### src/rtl/operand_fetch_if.sv
// Request/result handshake bundle for operand_fetch.
// master = upstream requester and downstream consumer; slave = the fetch sequencer.
interface operand_fetch_if #(
  parameter int DATA_W = 16,
  parameter int REG_AW = 3
);
  logic              req_valid;
  logic              req_ready;
  logic [REG_AW-1:0] req_rn;
  logic [REG_AW-1:0] req_rm;
  logic              req_one;
  logic              out_valid;
  logic              out_ready;
  logic [DATA_W-1:0] a_out;
  logic [DATA_W-1:0] b_out;

  modport master (
    output req_valid, req_rn, req_rm, req_one, out_ready,
    input  req_ready, out_valid, a_out, b_out
  );

  modport slave (
    input  req_valid, req_rn, req_rm, req_one, out_ready,
    output req_ready, out_valid, a_out, b_out
  );
endinterface

### src/rtl/operand_fetch.sv
// Two-operand fetch sequencer in front of a single-read-port register file.
// Define OPFETCH_FWD_EN to forward a same-cycle register-file write into the captured operand.
module operand_fetch #(
  parameter int DATA_W = 16,
  parameter int REG_AW = 3
) (
  input  logic              clk,
  input  logic              reset_n,
  operand_fetch_if.slave    bus,
  output logic [REG_AW-1:0] readnum,
  input  logic [DATA_W-1:0] rf_data,
  input  logic              rf_write,
  input  logic [REG_AW-1:0] rf_wnum,
  input  logic [DATA_W-1:0] rf_wdata
);

  typedef enum logic [1:0] {
    IDLE  = 2'd0,
    RD_A  = 2'd1,
    RD_B  = 2'd2,
    VALID = 2'd3
  } state_t;

  state_t            state_q, state_d;
  logic [REG_AW-1:0] rn_q, rn_d;
  logic [REG_AW-1:0] rm_q, rm_d;
  logic              one_q, one_d;
  logic [DATA_W-1:0] a_q, a_d;
  logic [DATA_W-1:0] b_q, b_d;
  logic              out_valid_q, out_valid_d;
  logic [REG_AW-1:0] readnum_q, readnum_d;
  logic [DATA_W-1:0] cap_data;

`ifdef OPFETCH_FWD_EN
  // A write landing on the same edge would otherwise hand back the stale register.
  always_comb begin
    cap_data = rf_data;
    if (rf_write && (rf_wnum == readnum_q)) begin
      cap_data = rf_wdata;
    end
  end
`else
  logic unused_fwd;
  assign unused_fwd = ^{rf_write, rf_wnum, rf_wdata};
  always_comb begin
    cap_data = rf_data;
  end
`endif

  always_comb begin
    state_d     = state_q;
    rn_d        = rn_q;
    rm_d        = rm_q;
    one_d       = one_q;
    a_d         = a_q;
    b_d         = b_q;
    out_valid_d = 1'b0;
    readnum_d   = '0;

    case (state_q)
      IDLE: begin
        if (bus.req_valid) begin
          rn_d    = bus.req_rn;
          rm_d    = bus.req_rm;
          one_d   = bus.req_one;
          state_d = RD_A;
        end
      end
      RD_A: begin
        a_d = cap_data;
        if (one_q) begin
          b_d         = '0;
          state_d     = VALID;
          out_valid_d = 1'b1;
        end else if (rm_q == rn_q) begin
          b_d         = cap_data;
          state_d     = VALID;
          out_valid_d = 1'b1;
        end else begin
          state_d = RD_B;
        end
      end
      RD_B: begin
        b_d         = cap_data;
        state_d     = VALID;
        out_valid_d = 1'b1;
      end
      VALID: begin
        if (bus.out_ready) begin
          state_d = IDLE;
        end else begin
          out_valid_d = 1'b1;
        end
      end
      default: begin
        state_d = IDLE;
      end
    endcase

    // readnum is decoded from the next state so it comes straight from a flop.
    case (state_d)
      RD_A:    readnum_d = rn_d;
      RD_B:    readnum_d = rm_d;
      default: readnum_d = '0;
    endcase
  end

  always_ff @(posedge clk or negedge reset_n) begin
    if (!reset_n) begin
      state_q     <= IDLE;
      rn_q        <= '0;
      rm_q        <= '0;
      one_q       <= 1'b0;
      a_q         <= '0;
      b_q         <= '0;
      out_valid_q <= 1'b0;
      readnum_q   <= '0;
    end else begin
      state_q     <= state_d;
      rn_q        <= rn_d;
      rm_q        <= rm_d;
      one_q       <= one_d;
      a_q         <= a_d;
      b_q         <= b_d;
      out_valid_q <= out_valid_d;
      readnum_q   <= readnum_d;
    end
  end

  assign readnum       = readnum_q;
  assign bus.req_ready = (state_q == IDLE);
  assign bus.out_valid = out_valid_q;
  assign bus.a_out     = a_q;
  assign bus.b_out     = b_q;

endmodule
### src/flat_wrapper.sv
// flat-port wrapper written by rule: the top's interface ports become plain ports
module operand_fetch_flat 
#(
  parameter int DATA_W = 16,
  parameter int REG_AW = 3
)
  (clk, reset_n, readnum, rf_data, rf_write, rf_wnum, rf_wdata, bus_req_valid, bus_req_rn, bus_req_rm, bus_req_one, bus_out_ready, bus_req_ready, bus_out_valid, bus_a_out, bus_b_out);
  operand_fetch_if #(.DATA_W(DATA_W), .REG_AW(REG_AW)) bus_i ();
  input  logic clk;
  input  logic reset_n;
  output logic [REG_AW-1:0] readnum;
  input  logic [DATA_W-1:0] rf_data;
  input  logic rf_write;
  input  logic [REG_AW-1:0] rf_wnum;
  input  logic [DATA_W-1:0] rf_wdata;
  input wire logic [$bits(bus_i.req_valid)-1:0] bus_req_valid;
  input wire logic [$bits(bus_i.req_rn)-1:0] bus_req_rn;
  input wire logic [$bits(bus_i.req_rm)-1:0] bus_req_rm;
  input wire logic [$bits(bus_i.req_one)-1:0] bus_req_one;
  input wire logic [$bits(bus_i.out_ready)-1:0] bus_out_ready;
  output wire logic [$bits(bus_i.req_ready)-1:0] bus_req_ready;
  output wire logic [$bits(bus_i.out_valid)-1:0] bus_out_valid;
  output wire logic [$bits(bus_i.a_out)-1:0] bus_a_out;
  output wire logic [$bits(bus_i.b_out)-1:0] bus_b_out;
  assign bus_i.req_valid = bus_req_valid;
  assign bus_i.req_rn = bus_req_rn;
  assign bus_i.req_rm = bus_req_rm;
  assign bus_i.req_one = bus_req_one;
  assign bus_i.out_ready = bus_out_ready;
  assign bus_req_ready = bus_i.req_ready;
  assign bus_out_valid = bus_i.out_valid;
  assign bus_a_out = bus_i.a_out;
  assign bus_b_out = bus_i.b_out;
  operand_fetch #(.DATA_W(DATA_W), .REG_AW(REG_AW)) u_core (.clk(clk), .reset_n(reset_n), .bus(bus_i), .readnum(readnum), .rf_data(rf_data), .rf_write(rf_write), .rf_wnum(rf_wnum), .rf_wdata(rf_wdata));
endmodule
### config.mk
export PLATFORM = sky130hd
export DESIGN_NAME = operand_fetch_flat
export DESIGN_NICKNAME = d
export VERILOG_FILES = /design/src/rtl/operand_fetch_if.sv /design/src/rtl/operand_fetch.sv /design/src/flat_wrapper.sv
export SDC_FILE = /design/constraint.sdc
export NUM_CORES = 1
export LEC_CHECK = 0
export CORE_UTILIZATION = 45
export CTS_CLUSTER_DIAMETER = 40
export DETAILED_ROUTE_END_ITERATION = 10
export GPL_TIMING_DRIVEN = 1
export HOLD_SLACK_MARGIN = 0.02
export PLACE_DENSITY = 0.84
export SETUP_SLACK_MARGIN = 0.5
export SLEW_MARGIN = 30
export SYNTH_ARGS = -nofsm -noshare
export SYNTH_HDL_FRONTEND = slang
export SYNTH_SLANG_ARGS = --single-unit
### constraint.sdc
create_clock -name clk -period 3.2 [get_ports clk]
set_clock_uncertainty 0.05 [all_clocks]
set_input_delay 0.64 -clock clk [delete_from_list [all_inputs] [get_ports clk]]
set_output_delay 0.64 -clock clk [all_outputs]
set_load 0.02 [all_outputs]
==> flow_summary_export.csv, run 1 <==
group,metric,value,unit
place,gp_congestion,0.855,
global_routing,grt_first_pass_wirelength,5930,um
cells_and_area,drive_gt1_share,15.6,%
synth,async_flop_share,100,%
clock_network,clkLatencyLatePin,0.29,ns
power_and_ir_drop,power_frac_comb,57.5,%
global_routing,grt.total_usage,17.6,%
sta,period_minus_slack,2.37,ns
routing,detail_route.wirelength,3730,um
sta,clock.fmax,0.422,GHz
clock_network,ctsHoldBuffers,0,
routing,drt_iter0_drc,73,
synth,synth_area_leaders,"dfrtp_1, mux2_2, mux2i_1",
cells_and_area,ff_latch_area,0.00113,mm2
cells_and_area,num-fill-cells,337,
clock_network,numCtsBuffers,5,
synth,syn_nets,210,
floorplan,start_util,48.0,%
cells_and_area,diodes,0,
sta,hold_viol_final,0,
synth,ys_types,22,
sta,finalMaxSlewViolations,0,
power_and_ir_drop,p_clk_share,10.8,%
power_and_ir_drop,switching_share,39.5,%
global_routing,antenna_found_initial,0,
place,dp.cells,266,
routing,vias_per_cell,4.77,
sta,setup_ws,0.833,ns
worst_setup_path,required,2.51,ns
power_and_ir_drop,power.density,1160,mW/mm2
synth,syn_area_per_cell,12.5,um2
worst_hold_path,hold_class,"in -> async",
synth,synth_top_area_share,57.4,%
floorplan,die_h,68.0,um
cells_and_area,final_cell_mix,"clkdlybuf4s50_1, dfrtp_1, mux2_2",
clock_network,post_cts_buffers,0,
sta,finalSetupViolCount,0,
cells_and_area,nets,276,
routing,vias,1306,
worst_setup_path,cp-start-kind,"register",
flow_run,max_cap_violations,0,
power_and_ir_drop,power.total,3.14,mW
synth,synthCells,157,
cells_and_area,instances_no_fill,274,
global_routing,grt-ovfl-total,0,
clock_network,clkSinkCount,45,
place,hpwl,2690,um
power_and_ir_drop,leakage,1.27,nW
worst_setup_path,worstPathMaxFanout,6,
floorplan,placement_rows,23,
floorplan,fp.dieW,68.0,um
clock_network,clk_pin_slew,0.08,ns
synth,synth_edf_count,0,
global_routing,grt_max_degree,46,
sta,rsz0062_at_grt,"no",
sta,tns,0,ns
synth,ys_seq_area_share,57.4,%
floorplan,ios,84,
routing,postRouteAntennaNets,0,
synth,synth.yosys.warnings,0,
clock_network,cts_htree_levels,2,
synth,yosys.area.top_type,"dfrtp_1",
global_routing,grt_pass1_vias,1293,
clock_network,cts.repair.resized,0,
floorplan,coreArea,0.00409,mm2
floorplan,die_area,0.00462,mm2
worst_setup_path,crit_path_end_kind,"output port",
place,dpl_cell_area,0.00263,mm2
routing,wl_per_cell,13.6,um
place,dpl_worst_slack,0.906,ns
clock_network,cts_tree,"built",
worst_setup_path,critPathKind,"reg -> out",
place,portBuffers,63,
cells_and_area,synthToLayoutAreaGrowth,38.5,%
synth,ys_ff_latch,45,
power_and_ir_drop,vdd_drop_max,0.513,mV
cells_and_area,fin_area,0.00272,mm2
power_and_ir_drop,switching_power,1.24,mW
synth,syn_area,0.00196,mm2
routing,drc,0,
clock_network,clockBufferDepth,2,
sta,relSlewSlack,53.1,%
synth,yosys_most_used_dff,"dfrtp_1",
power_and_ir_drop,intPower,1.90,mW
sta,worst_slew_pin_slew,0.701,ns
cells_and_area,multi_input_area,734,um2
clock_network,cts-root-buf,"clkbuf_8",
routing,dr.pass1.iters,4,
sta,period_share,74.0,%
power_and_ir_drop,seqPwrFrac,31.7,%
cells_and_area,final_common_cell,"clkdlybuf4s50_1",
status,outcome,"completed",
worst_setup_path,crit_arrival,1.68,ns
-- logic make-up after synthesis --
| family | after synthesis | synth area share [%] |
|---|---|---|
| mux | 39 | 21.4 |
| buf+inv | 24 | 5.11 |
| flops | 45 | 57.4 |
| fa+ha+maj | 6 | 3.83 |
| simple gates | 29 | 6.25 |
| xor+xnor | 3 | 1.34 |
| compound gates | 11 | 4.66 |
-- critical path: stages (launching register included) --
cell             delay, ns
dfrtp_1               0.45
inv_1                 0.10
ha_1                  0.21
clkdlybuf4s50_1       0.62
-- layout make-up --
class                           count  share of cell area [%]
Timing Repair Buffer               64                    23.4
Multi-Input combinational cell     88                    27.0
Inverter                           19                    2.63
Tap cell                           50                    2.30
Clock buffer                        5                    2.53
Sequential cell                    45                    41.5
Clock inverter                      3                   0.645
-- per-layer routing --
| metal | wire [um] | up-vias | part of all wire (%) | global-route usage [%] |
|---|---|---|---|---|
| met5 | 0 | - | 0 | 0 |
| met4 | 72 | 0 | 1.9 | 7.81 |
| met3 | 211 | 7 | 5.7 | 4.67 |
| met2 | 1800 | 45 | 48 | 29.3 |
| met1 | 1640 | 612 | 44 | 21.4 |
| li1 | - | 642 | - | - |
-- path summary, 6_finish.rpt --
path,startpoint,to,slack [ns],cells after the start
setup / recovery,u_core.state_q[1],bus_req_ready,0.83,3
hold / removal,reset_n,u_core.bus.a_out[3],0.28,1
setup reg to reg,u_core.state_q[1],u_core.bus.b_out[12],1.13,6
hold reg to reg,u_core.bus.a_out[2],u_core.bus.a_out[2],0.46,1
max in group asynchronous,reset_n,u_core.bus.a_out[0],2.42,1
min in group clk,u_core.bus.a_out[2],u_core.bus.a_out[2],0.46,1
-- stage by stage --
stage          hold slack, ns  util, %
2_1_floorplan           0.294        -
3_3_place_gp            0.439     64.3
3_5_place_dp            0.445     64.4
4_1_cts                 0.305     66.5
5_1_grt                 0.329     66.5
6_report                0.283     66.5
-- power by group through the flow --
stage	registers, mW	logic, mW	clock network [mW]
final	0.996	1.81	0.339
after global routing	1.03	1.97	0.369
after CTS	0.998	1.84	0.351
after detailed placement	1.01	1.84	0
after global placement	1.00	1.80	0
after floorplan	1.26	0.935	0
-- cells in the mapped netlist (2+ instances only) --
library cell	instances
dfrtp_1	45
mux2_2	23
nand2_1	20
inv_1	19
mux2i_1	16
ha_1	6
nor2_1	5
a22oi_1	3
xor2_1	3
buf_2	2
clkbuf_1	2
nand2b_1	2
o31a_1	2
-- state kept, by name, summed over array words and instances (netlist names) --
| name | cells |
|---|---|
| u_core.state_q | 2 |
| u_core.readnum | 3 |
| u_core.bus.b_out | 16 |
| u_core.rm_q | 3 |
| u_core.bus.a_out | 16 |
| u_core.one_q | 1 |
| u_core.rn_q | 3 |
| u_core.bus.out_valid | 1 |
(Power assumes the default switching activity.)
==> inputs of run 2 (changes only) <==
- CORE_UTILIZATION: 45 -> 38
- PLACE_DENSITY: 0.84 -> 0.76
- clock period: 3.2 -> 2.1 ns (I/O delays scaled with it)
==> run 2 against run 1 <==
Sequential share of layout area down 3.7 points. Global-route usage down 0.69 points. Non-clock buffer count up 16. Wire length up 17%. First-iteration DRC count down 11%. Flip-flop and latch count unchanged. Total power up 71%. Clock-buffer cell count up 2. Critical path type is now reg -> reg. Critical endpoint is now u_core.readnum[0]. Highest routed layer unchanged.
==> flow_summary_export.csv, run 2 (synthesis gave the netlist of run 1 again) <==
group,metric,value,unit
worst_setup_path,ff2ff_path_depth,7,
floorplan,start_util,40.4,%
worst_setup_path,rr_startpoint,"u_core.state_q[0]",
cells_and_area,synthToLayoutAreaGrowth,52.5,%
cells_and_area,fin_area,0.00299,mm2
global_routing,grt_first_pass_wirelength,6820,um
worst_setup_path,worstSetupStartpoint,"u_core.state_q[0]",
cells_and_area,instances_no_fill,307,
power_and_ir_drop,vdd_drop_max,0.838,mV
worst_hold_path,holdPathStages,1,
place,portBuffers,63,
floorplan,ios,84,
global_routing,antenna_found_initial,0,
sta,worst_slew_pin_slew,0.318,ns
clock_network,numCtsBuffers,5,
worst_setup_path,worstPathMaxFanout,4,
cells_and_area,nets,292,
clock_network,cts_htree_levels,2,
worst_setup_path,cp.depth,7,
worst_setup_path,slowest_delay,0.47,ns
place,hpwl,3060,um
sta,tns,0,ns
global_routing,grt.total_usage,17.0,%
worst_setup_path,cp_top_family,"compound AO/OA/AOI/OAI gates",
routing,drt_iter0_drc,65,
flow_run,max_cap_violations,0,
place,dp.cells,287,
clock_network,clkSinkCount,45,
cells_and_area,final_common_cell,"dfrtp_1",
sta,hold_viol_final,0,
sta,timing.hold.ws,0.453,ns
floorplan,die_h,73.8,um
routing,drc,0,
power_and_ir_drop,switching_power,2.16,mW
routing,detail_route.wirelength,4370,um
clock_network,clockBufferDepth,2,
place,dpl_worst_slack,0.0497,ns
floorplan,fp.dieW,73.8,um
clock_network,clkLatencyLatePin,0.29,ns
cells_and_area,drive_gt1_share,31.3,%
routing,vias,1396,
cells_and_area,num-fill-cells,408,
global_routing,grt_pass1_vias,1423,
worst_setup_path,required,2.23,ns
sta,finalMaxSlewViolations,0,
power_and_ir_drop,switching_share,40.3,%
power_and_ir_drop,power_frac_comb,60.2,%
floorplan,placement_rows,25,
clock_network,clk_pin_slew,0.08,ns
place,dpl_cell_area,0.00273,mm2
worst_hold_path,hold_class,"reg -> reg",
cells_and_area,final_cell_mix,"dfrtp_1, dlygate4sd2_1, clkdlybuf4s50_1",
sta,period_minus_slack,1.80,ns
cells_and_area,multi_input_area,883,um2
place,gp_congestion,0.784,
worst_setup_path,critPathKind,"reg -> reg",
routing,vias_per_cell,4.55,
routing,dr.pass1.iters,3,
sta,period_share,85.7,%
worst_setup_path,cp_num_buf_inv,1,
sta,finalSetupViolCount,0,
power_and_ir_drop,p_clk_share,11.0,%
cells_and_area,ff_latch_area,0.00113,mm2
worst_hold_path,min_from,"u_core.bus.a_out[2]",
sta,relSlewSlack,78.8,%
power_and_ir_drop,intPower,3.20,mW
sta,setup_ws,0.300,ns
power_and_ir_drop,power.density,1790,mW/mm2
worst_setup_path,cp-start-kind,"register",
sta,clock.fmax,0.555,GHz
worst_setup_path,crit_arrival,1.93,ns
power_and_ir_drop,seqPwrFrac,28.8,%
cells_and_area,diodes,0,
clock_network,cts-root-buf,"clkbuf_8",
power_and_ir_drop,leakage,1.45,nW
sta,rsz0062_at_grt,"yes",
clock_network,cts_tree,"built",
worst_setup_path,crit_chain,"buf_6 -> ha_4 -> o21a_1 -> o31a_1 -> ha_4 -> a22oi_2 -> nor2_1",
routing,postRouteAntennaNets,0,
status,outcome,"completed",
routing,wl_per_cell,14.2,um
floorplan,die_area,0.00545,mm2
worst_setup_path,crit_path_end_kind,"register",
worst_setup_path,crit_path_frequent_cell,"ha_4",
global_routing,grt_max_degree,21,
global_routing,grt-ovfl-total,0,
floorplan,coreArea,0.00485,mm2
worst_setup_path,crit_path_top_delay_cell,"dfrtp_2",
==> run 2: cell types whose count changed in the layout (fill, tap and decap cells not counted), moves of 4 or more <==
cell / change
clkdlybuf4s50_1: -37
dlygate4sd2_1: +36
ha_1: -6
buf_4: +12
nand2_1: -4
ha_4: +6
==> run 2: layout make-up <==
| class | count | area share (%) |
|---|---|---|
| multi-input cells | 88 | 29.5 |
| inverters | 19 | 2.47 |
| clock inverters | 1 | 0.167 |
| flip-flops and latches | 45 | 37.7 |
| clock buffers | 7 | 3.22 |
| repair buffers | 80 | 24.1 |
| well taps | 67 | 2.80 |
==> run 2: metal layers <==
metal | GRT usage (%) | routed length (um) | up-vias
met4 | 6.41 | 69 | 0
met3 | 4.53 | 160 | 6
met1 | 21.3 | 1890 | 674
met5 | 0 | 0 | -
met2 | 27.9 | 2250 | 38
li1 | - | - | 678
==> run 2: worst register-to-register path: stages, from the launching register on <==
cell and delay [ns]:
dfrtp_2 0.47, buf_6 0.14, ha_4 0.17, o21a_1 0.16, o31a_1 0.31, ha_4 0.20, a22oi_2 0.14, nor2_1 0.06
==> run 2: final timing paths <==
check | slack, ns | end
max reg2reg | 0.30 | u_core.readnum[0]
min in group asynchronous | 0.49 | u_core.bus.b_out[5]
max | 0.30 | u_core.readnum[0]
max in group asynchronous | 0.94 | u_core.readnum[1]
min | 0.45 | u_core.bus.a_out[2]
min reg2reg | 0.45 | u_core.bus.a_out[2]
==> run 2: repair_timing <==
action | 4_1_cts | 5_1_grt
endpoints found under the setup margin | 62 | 14
pin swaps | 11 | 9
gates resized for setup | 45 | 21
hold endpoints to repair | 12 | 0
setup buffers | 9 | 2
hold buffers | 1 | 0
==> run 2: stage by stage <==
step           utilization (%)  total power [mW]
2_1_floorplan                -              3.46
5_1_grt                   61.7              5.73
6_report                  61.7              5.36
3_3_place_gp              56.4              4.48
4_1_cts                   59.4              5.07
3_5_place_dp              56.4              4.53
==> run 2: power groups by stage <==
stage               combinational, mW  sequential [mW]  clock, mW
detailed placement               2.97             1.56          0
CTS                              2.94             1.53      0.601
floorplan                        1.54             1.93          0
global placement                 2.94             1.54          0
global route                     3.50             1.60      0.635
finish                           3.23             1.54      0.592
